[src/rtl/bscan_tap_ctrl.sv]
// TAP controller for a boundary-scan chain built from bscan_ff cells.
// It holds the instruction, bypass and IDCODE registers and decodes TMS/TDI into the chain controls.
module bscan_tap_ctrl #(
    parameter int                     IR_WIDTH     = 4,
    parameter logic [31:0]            IDCODE_VALUE = 32'h1876_5001,
    parameter logic [IR_WIDTH-1:0]    OP_EXTEST    = 4'b0000,
    parameter logic [IR_WIDTH-1:0]    OP_SAMPLE    = 4'b0001,
    parameter logic [IR_WIDTH-1:0]    OP_IDCODE    = 4'b0010
) (
    input  logic clock,
    input  logic reset_l,
    input  logic tms,
    input  logic tdi,
    output logic tdo,
    output logic tdo_oe,
    output logic bs_scan_in,
    input  logic bs_scan_out,
    output logic bs_shift,
    output logic bs_clock_en,
    output logic bs_update,
    output logic bs_test
);

    typedef enum logic [3:0] {
        TLR      = 4'd0,
        RTI      = 4'd1,
        SEL_DR   = 4'd2,
        CAP_DR   = 4'd3,
        SHIFT_DR = 4'd4,
        EXIT1_DR = 4'd5,
        PAUSE_DR = 4'd6,
        EXIT2_DR = 4'd7,
        UPD_DR   = 4'd8,
        SEL_IR   = 4'd9,
        CAP_IR   = 4'd10,
        SHIFT_IR = 4'd11,
        EXIT1_IR = 4'd12,
        PAUSE_IR = 4'd13,
        EXIT2_IR = 4'd14,
        UPD_IR   = 4'd15
    } tap_state_t;

    localparam logic [IR_WIDTH-1:0] IR_CAPTURE = IR_WIDTH'(2'b01);

    tap_state_t          state_r;
    tap_state_t          state_nxt_s;
    logic [IR_WIDTH-1:0] ir_shift_r;
    logic [IR_WIDTH-1:0] ir_active_r;
    logic                bypass_r;
    logic [31:0]         idreg_r;
    logic                bsel_s;
    logic                idsel_s;

    // Unlisted opcodes fall through to BYPASS, so only boundary and IDCODE need decoding.
    assign bsel_s  = (ir_active_r == OP_EXTEST) || (ir_active_r == OP_SAMPLE);
    assign idsel_s = (ir_active_r == OP_IDCODE);

    // TAP state register.
    always_ff @(posedge clock or negedge reset_l) begin
        if (!reset_l) begin
            state_r <= TLR;
        end else begin
            state_r <= state_nxt_s;
        end
    end

    // Next-state decode and chain/pin controls from the current state.
    always_comb begin
        state_nxt_s = TLR;
        tdo         = 1'b0;
        tdo_oe      = 1'b0;
        bs_scan_in  = tdi;
        bs_shift    = 1'b0;
        bs_clock_en = 1'b0;
        bs_update   = 1'b0;
        bs_test     = 1'b0;

        case (state_r)
            TLR:      state_nxt_s = tms ? TLR      : RTI;
            RTI:      state_nxt_s = tms ? SEL_DR   : RTI;
            SEL_DR:   state_nxt_s = tms ? SEL_IR   : CAP_DR;
            CAP_DR:   state_nxt_s = tms ? EXIT1_DR : SHIFT_DR;
            SHIFT_DR: state_nxt_s = tms ? EXIT1_DR : SHIFT_DR;
            EXIT1_DR: state_nxt_s = tms ? UPD_DR   : PAUSE_DR;
            PAUSE_DR: state_nxt_s = tms ? EXIT2_DR : PAUSE_DR;
            EXIT2_DR: state_nxt_s = tms ? UPD_DR   : SHIFT_DR;
            UPD_DR:   state_nxt_s = tms ? SEL_DR   : RTI;
            SEL_IR:   state_nxt_s = tms ? TLR      : CAP_IR;
            CAP_IR:   state_nxt_s = tms ? EXIT1_IR : SHIFT_IR;
            SHIFT_IR: state_nxt_s = tms ? EXIT1_IR : SHIFT_IR;
            EXIT1_IR: state_nxt_s = tms ? UPD_IR   : PAUSE_IR;
            PAUSE_IR: state_nxt_s = tms ? EXIT2_IR : PAUSE_IR;
            EXIT2_IR: state_nxt_s = tms ? UPD_IR   : SHIFT_IR;
            UPD_IR:   state_nxt_s = tms ? SEL_DR   : RTI;
            default:  state_nxt_s = TLR;
        endcase

        if (state_r == SHIFT_IR) begin
            tdo    = ir_shift_r[0];
            tdo_oe = 1'b1;
        end else if (state_r == SHIFT_DR) begin
            tdo_oe = 1'b1;
            if (bsel_s) begin
                tdo = bs_scan_out;
            end else if (idsel_s) begin
                tdo = idreg_r[0];
            end else begin
                tdo = bypass_r;
            end
        end else begin
            tdo    = 1'b0;
            tdo_oe = 1'b0;
        end

        bs_clock_en = bsel_s && ((state_r == CAP_DR) || (state_r == SHIFT_DR));
        bs_shift    = bsel_s && (state_r == SHIFT_DR);
        bs_update   = bsel_s && (state_r == UPD_DR);
        bs_test     = (ir_active_r == OP_EXTEST) && (state_r != TLR);
    end

    // Instruction shift and active registers; ir_active only changes in UPD_IR or TLR.
    always_ff @(posedge clock or negedge reset_l) begin
        if (!reset_l) begin
            ir_shift_r  <= '0;
            ir_active_r <= OP_IDCODE;
        end else begin
            case (state_r)
                TLR:      ir_active_r <= OP_IDCODE;
                CAP_IR:   ir_shift_r  <= IR_CAPTURE;
                SHIFT_IR: ir_shift_r  <= {tdi, ir_shift_r[IR_WIDTH-1:1]};
                UPD_IR:   ir_active_r <= ir_shift_r;
                default:  begin end
            endcase
        end
    end

    // Internal data registers; the boundary register lives in the external chain.
    always_ff @(posedge clock or negedge reset_l) begin
        if (!reset_l) begin
            bypass_r <= 1'b0;
            idreg_r  <= 32'h0000_0000;
        end else begin
            case (state_r)
                CAP_DR: begin
                    if (idsel_s) begin
                        idreg_r <= IDCODE_VALUE;
                    end else if (!bsel_s) begin
                        bypass_r <= 1'b0;
                    end
                end
                SHIFT_DR: begin
                    if (idsel_s) begin
                        idreg_r <= {tdi, idreg_r[31:1]};
                    end else if (!bsel_s) begin
                        bypass_r <= tdi;
                    end
                end
                default: begin end
            endcase
        end
    end

endmodule

[config.mk]
export PLATFORM = sky130hd
export DESIGN_NAME = bscan_tap_ctrl
export DESIGN_NICKNAME = d
export VERILOG_FILES = /design/src/rtl/bscan_tap_ctrl.sv
export SDC_FILE = /design/constraint.sdc
export NUM_CORES = 1
export LEC_CHECK = 0
export ABC_CLOCK_PERIOD_IN_PS = 2700
export CAP_MARGIN = 20
export CORE_ASPECT_RATIO = 1.75
export CORE_MARGIN = 8
export CORE_UTILIZATION = 40
export DETAILED_ROUTE_END_ITERATION = 7
export PLACE_DENSITY_LB_ADDON = 0.15
export SLEW_MARGIN = 20
export SYNTH_ARGS = -nofsm -noshare
export SYNTH_HDL_FRONTEND = slang
export SYNTH_SLANG_ARGS = --single-unit
[constraint.sdc]
create_clock -name clock -period 2.7 [get_ports clock]
set_input_delay 0.405 -clock clock [delete_from_list [all_inputs] [get_ports clock]]
set_output_delay 0.405 -clock clock [all_outputs]
set_load 0.05 [all_outputs]
==> flow_metrics.tcl, run 1 <==
set metrics [dict create \
    finClkSkew_ns 0.00391 \
    cpMaxStageDelayCell "nor4b_4" \
    finalSetupViolCount 0 \
    grt_max_degree 46 \
    io_buffers 11 \
    worst_ep_required_time_ns 2.30 \
    initialDrtViolationCount 124 \
    stdcell_count 241 \
    rows 34 \
    clkSlewWorstSetupHoldPaths_ns 0.08 \
    setup_tns_ns 0 \
    critical_path_buf_inv_count 2 \
    nets 191 \
    swShare 0.383 \
    timing.hold.ws_ns 0.0992 \
    hold_buffers 0 \
    worst-r2r-cell-count 4 \
    period_needed_ns 2.38 \
    ff2ff_setup_slack_ns 0.76 \
    hp-class "in -> async" \
    grt_pass1_vias 1517 \
    gp_congestion 0.849 \
    post-route-drc-count 0 \
    regArea_sq_um 1130 \
    dieWidth_um 70.1 \
    cp_top_family "simple AND/OR/NAND/NOR gates" \
    syn2layout_area_growth_pct 10.1 \
    hpwl_um 2830 \
    antenna_found_initial 0 \
    power_mw 2.56 \
    dp_cells 233 \
    critical_path_class "reg -> out" \
    track_usage 0.118 \
    dr.pass1.iters 4 \
    grt_pass1_wl_um 7570 \
    final_area_sq_um 2260 \
    p_comb_frac 0.414 \
    cap_viol_max_count 0 \
    post_synth_instance_area_sq_um 2050 \
    core_area_sq_um 4980 \
    drive_gt1_frac 0.150 \
    routedWlPerCell_um 17.0 \
    cts_tree "yes" \
    clock-sinks 45 \
    io_pins 12 \
    routed_via_density 5.78 \
    mostFrequentLayoutCell "dfrtp_1" \
    path_max_fanout 12 \
    n_fill_cell 458 \
    crit_top_cell "buf_4" \
    p_sw_uw 982 \
    multi_input_area_sq_um 805 \
    crit_start "state_r[0]" \
    p_seq_frac 0.433 \
    rsz0062_at_grt "no" \
    start_kind "flop" \
    slew-limit-headroom 0.624 \
    cpPeakStageDelay_ns 0.53 \
    synth-edff-count 0 \
    post_cts_buffers 0 \
    clk_latency_ns 0.29 \
    clockRootBuffer "clkbuf_8" \
    synth-seq-cells 45 \
    fmax_ghz 0.420 \
    synth_warnings 0 \
    synth_nets 183 \
    arrival_ns 1.98 \
    vias 1392 \
    slew_violations 0 \
    final_cell_mix "dfrtp_1, a22o_1, o21ai_0, nand2_1, o22a_1" \
    p_int_mw 1.58 \
    rr_startpoint "state_r[0]" \
    antenna_cells 0 \
    netlist-cell-type-count 43 \
    ir_drop_v 0.000814 \
    cts_buffer_depth 2 \
    numCtsBuffers 5 \
    worst_slew_pin_slew_ns 0.564 \
    cp_cell_sequence "buf_4 > nor4b_4 > a32o_1 > buf_4" \
    synth_cells 178 \
    power.density_nw_per_um2 1140 \
    die_height_um 111 \
    ant_nets 0 \
    clock_power_share 0.153 \
    leakagePower_nw 0.984 \
    initial_core_util 0.412 \
    dpl_cell_area_sq_um 2170 \
    synth_ff_type "dfrtp_1" \
    synth.avg_cell_area_sq_um 11.5 \
    cts.htree.levels 2 \
    dieArea_sq_um 7760 \
    routed_wl_um 4110 \
    hold_viol 0 \
    grt-ovfl-total 0 \
    final_min_period_over_clock_period 0.882 \
    ys_async_sr_fraction 1.00 \
    ys_seq_area_frac 0.550 \
    ctsResizeCount 0 \
    r2r_end "idreg_r[17]" \
    status "finished clean" \
    endpoint_kind "output port" \
]
[power groups by stage]
stage	combinational, mW	clock (mW)	sequential [mW]
floorplan	0.922	0	1.05
global placement	1.04	0	1.11
detailed placement	1.07	0	1.12
CTS	1.08	0.412	1.11
global route	1.20	0.439	1.15
finish	1.06	0.392	1.11
[final cells by class]
type | instances | share of cell area
Sequential cell | 45 | 0.499
Tap cell | 54 | 0.0299
Timing Repair Buffer | 16 | 0.0710
Clock buffer | 6 | 0.0322
Multi-Input combinational cell | 114 | 0.356
Inverter | 4 | 0.00665
Clock inverter | 2 | 0.00443
[worst max-delay path by stage]
stage	endpoint	slack, ns	depth (start not counted)
floorplan	bs_test	0.34	2
global placement	bs_update	0.41	3
detailed placement	bs_update	0.37	3
CTS	bs_update	0.03	3
global route	bs_clock_en	0.16	5
finish	tdo	0.32	4
[cell families (layout without fill, tap and decap cells)]
kind of cell	after synthesis	after routing	synth area share
and+or+nand+nor	48	48	0.142
muxes	1	1	0.00488
buffers and inverters	19	28	0.0610
AOI/OAI and AO/OA	65	65	0.242
DFF	45	45	0.550
[layer usage]
metal | GRT usage | vias to the layer above | share of wire
li1 | - | 676 | -
met1 | 0.147 | 681 | 0.43
met2 | 0.182 | 25 | 0.50
met3 | 0.0323 | 10 | 0.035
met4 | 0.0566 | 0 | 0.029
met5 | 0 | - | 0
[stage by stage]
step,util,setup WS (ns)
after CTS,0.452,0.0281
after global routing,0.453,0.159
after global placement,0.436,0.408
final,0.453,0.319
after floorplan,-,0.336
after detailed placement,0.436,0.372
[synthesized netlist by cell type, drive strengths merged (3+ instances only)]
cell,instances,area share
o22a,11,0.047
nor2,10,0.018
nand2,12,0.023
clkbuf,3,0.0055
o22ai,3,0.0092
o21ai,12,0.031
a21oi,6,0.015
dfrtp,44,0.54
buf,12,0.048
a22o,22,0.094
nor2b,7,0.021
nor4b,4,0.027
inv,4,0.0073
[flip-flops by register name, indices dropped and copies added, names as in the netlist]
register	cells
idreg_r	32
state_r	4
ir_active_r	4
ir_shift_r	4
bypass_r	1
[worst reg2reg max path: stages, from the launching register on]
cell and delay (ns):
dfrtp_1 0.48, buf_4 0.23, nor4b_4 0.53, o21a_1 0.42, o22a_1 0.21
Note: power is estimated with default switching activity, not from simulation.
==> run 2, diff against run 1 <==
- SKIP_LAST_GASP: default -> 1
==> results of run 2 <==
Same layout as run 1: the final DEF is identical, and so are final timing and power.
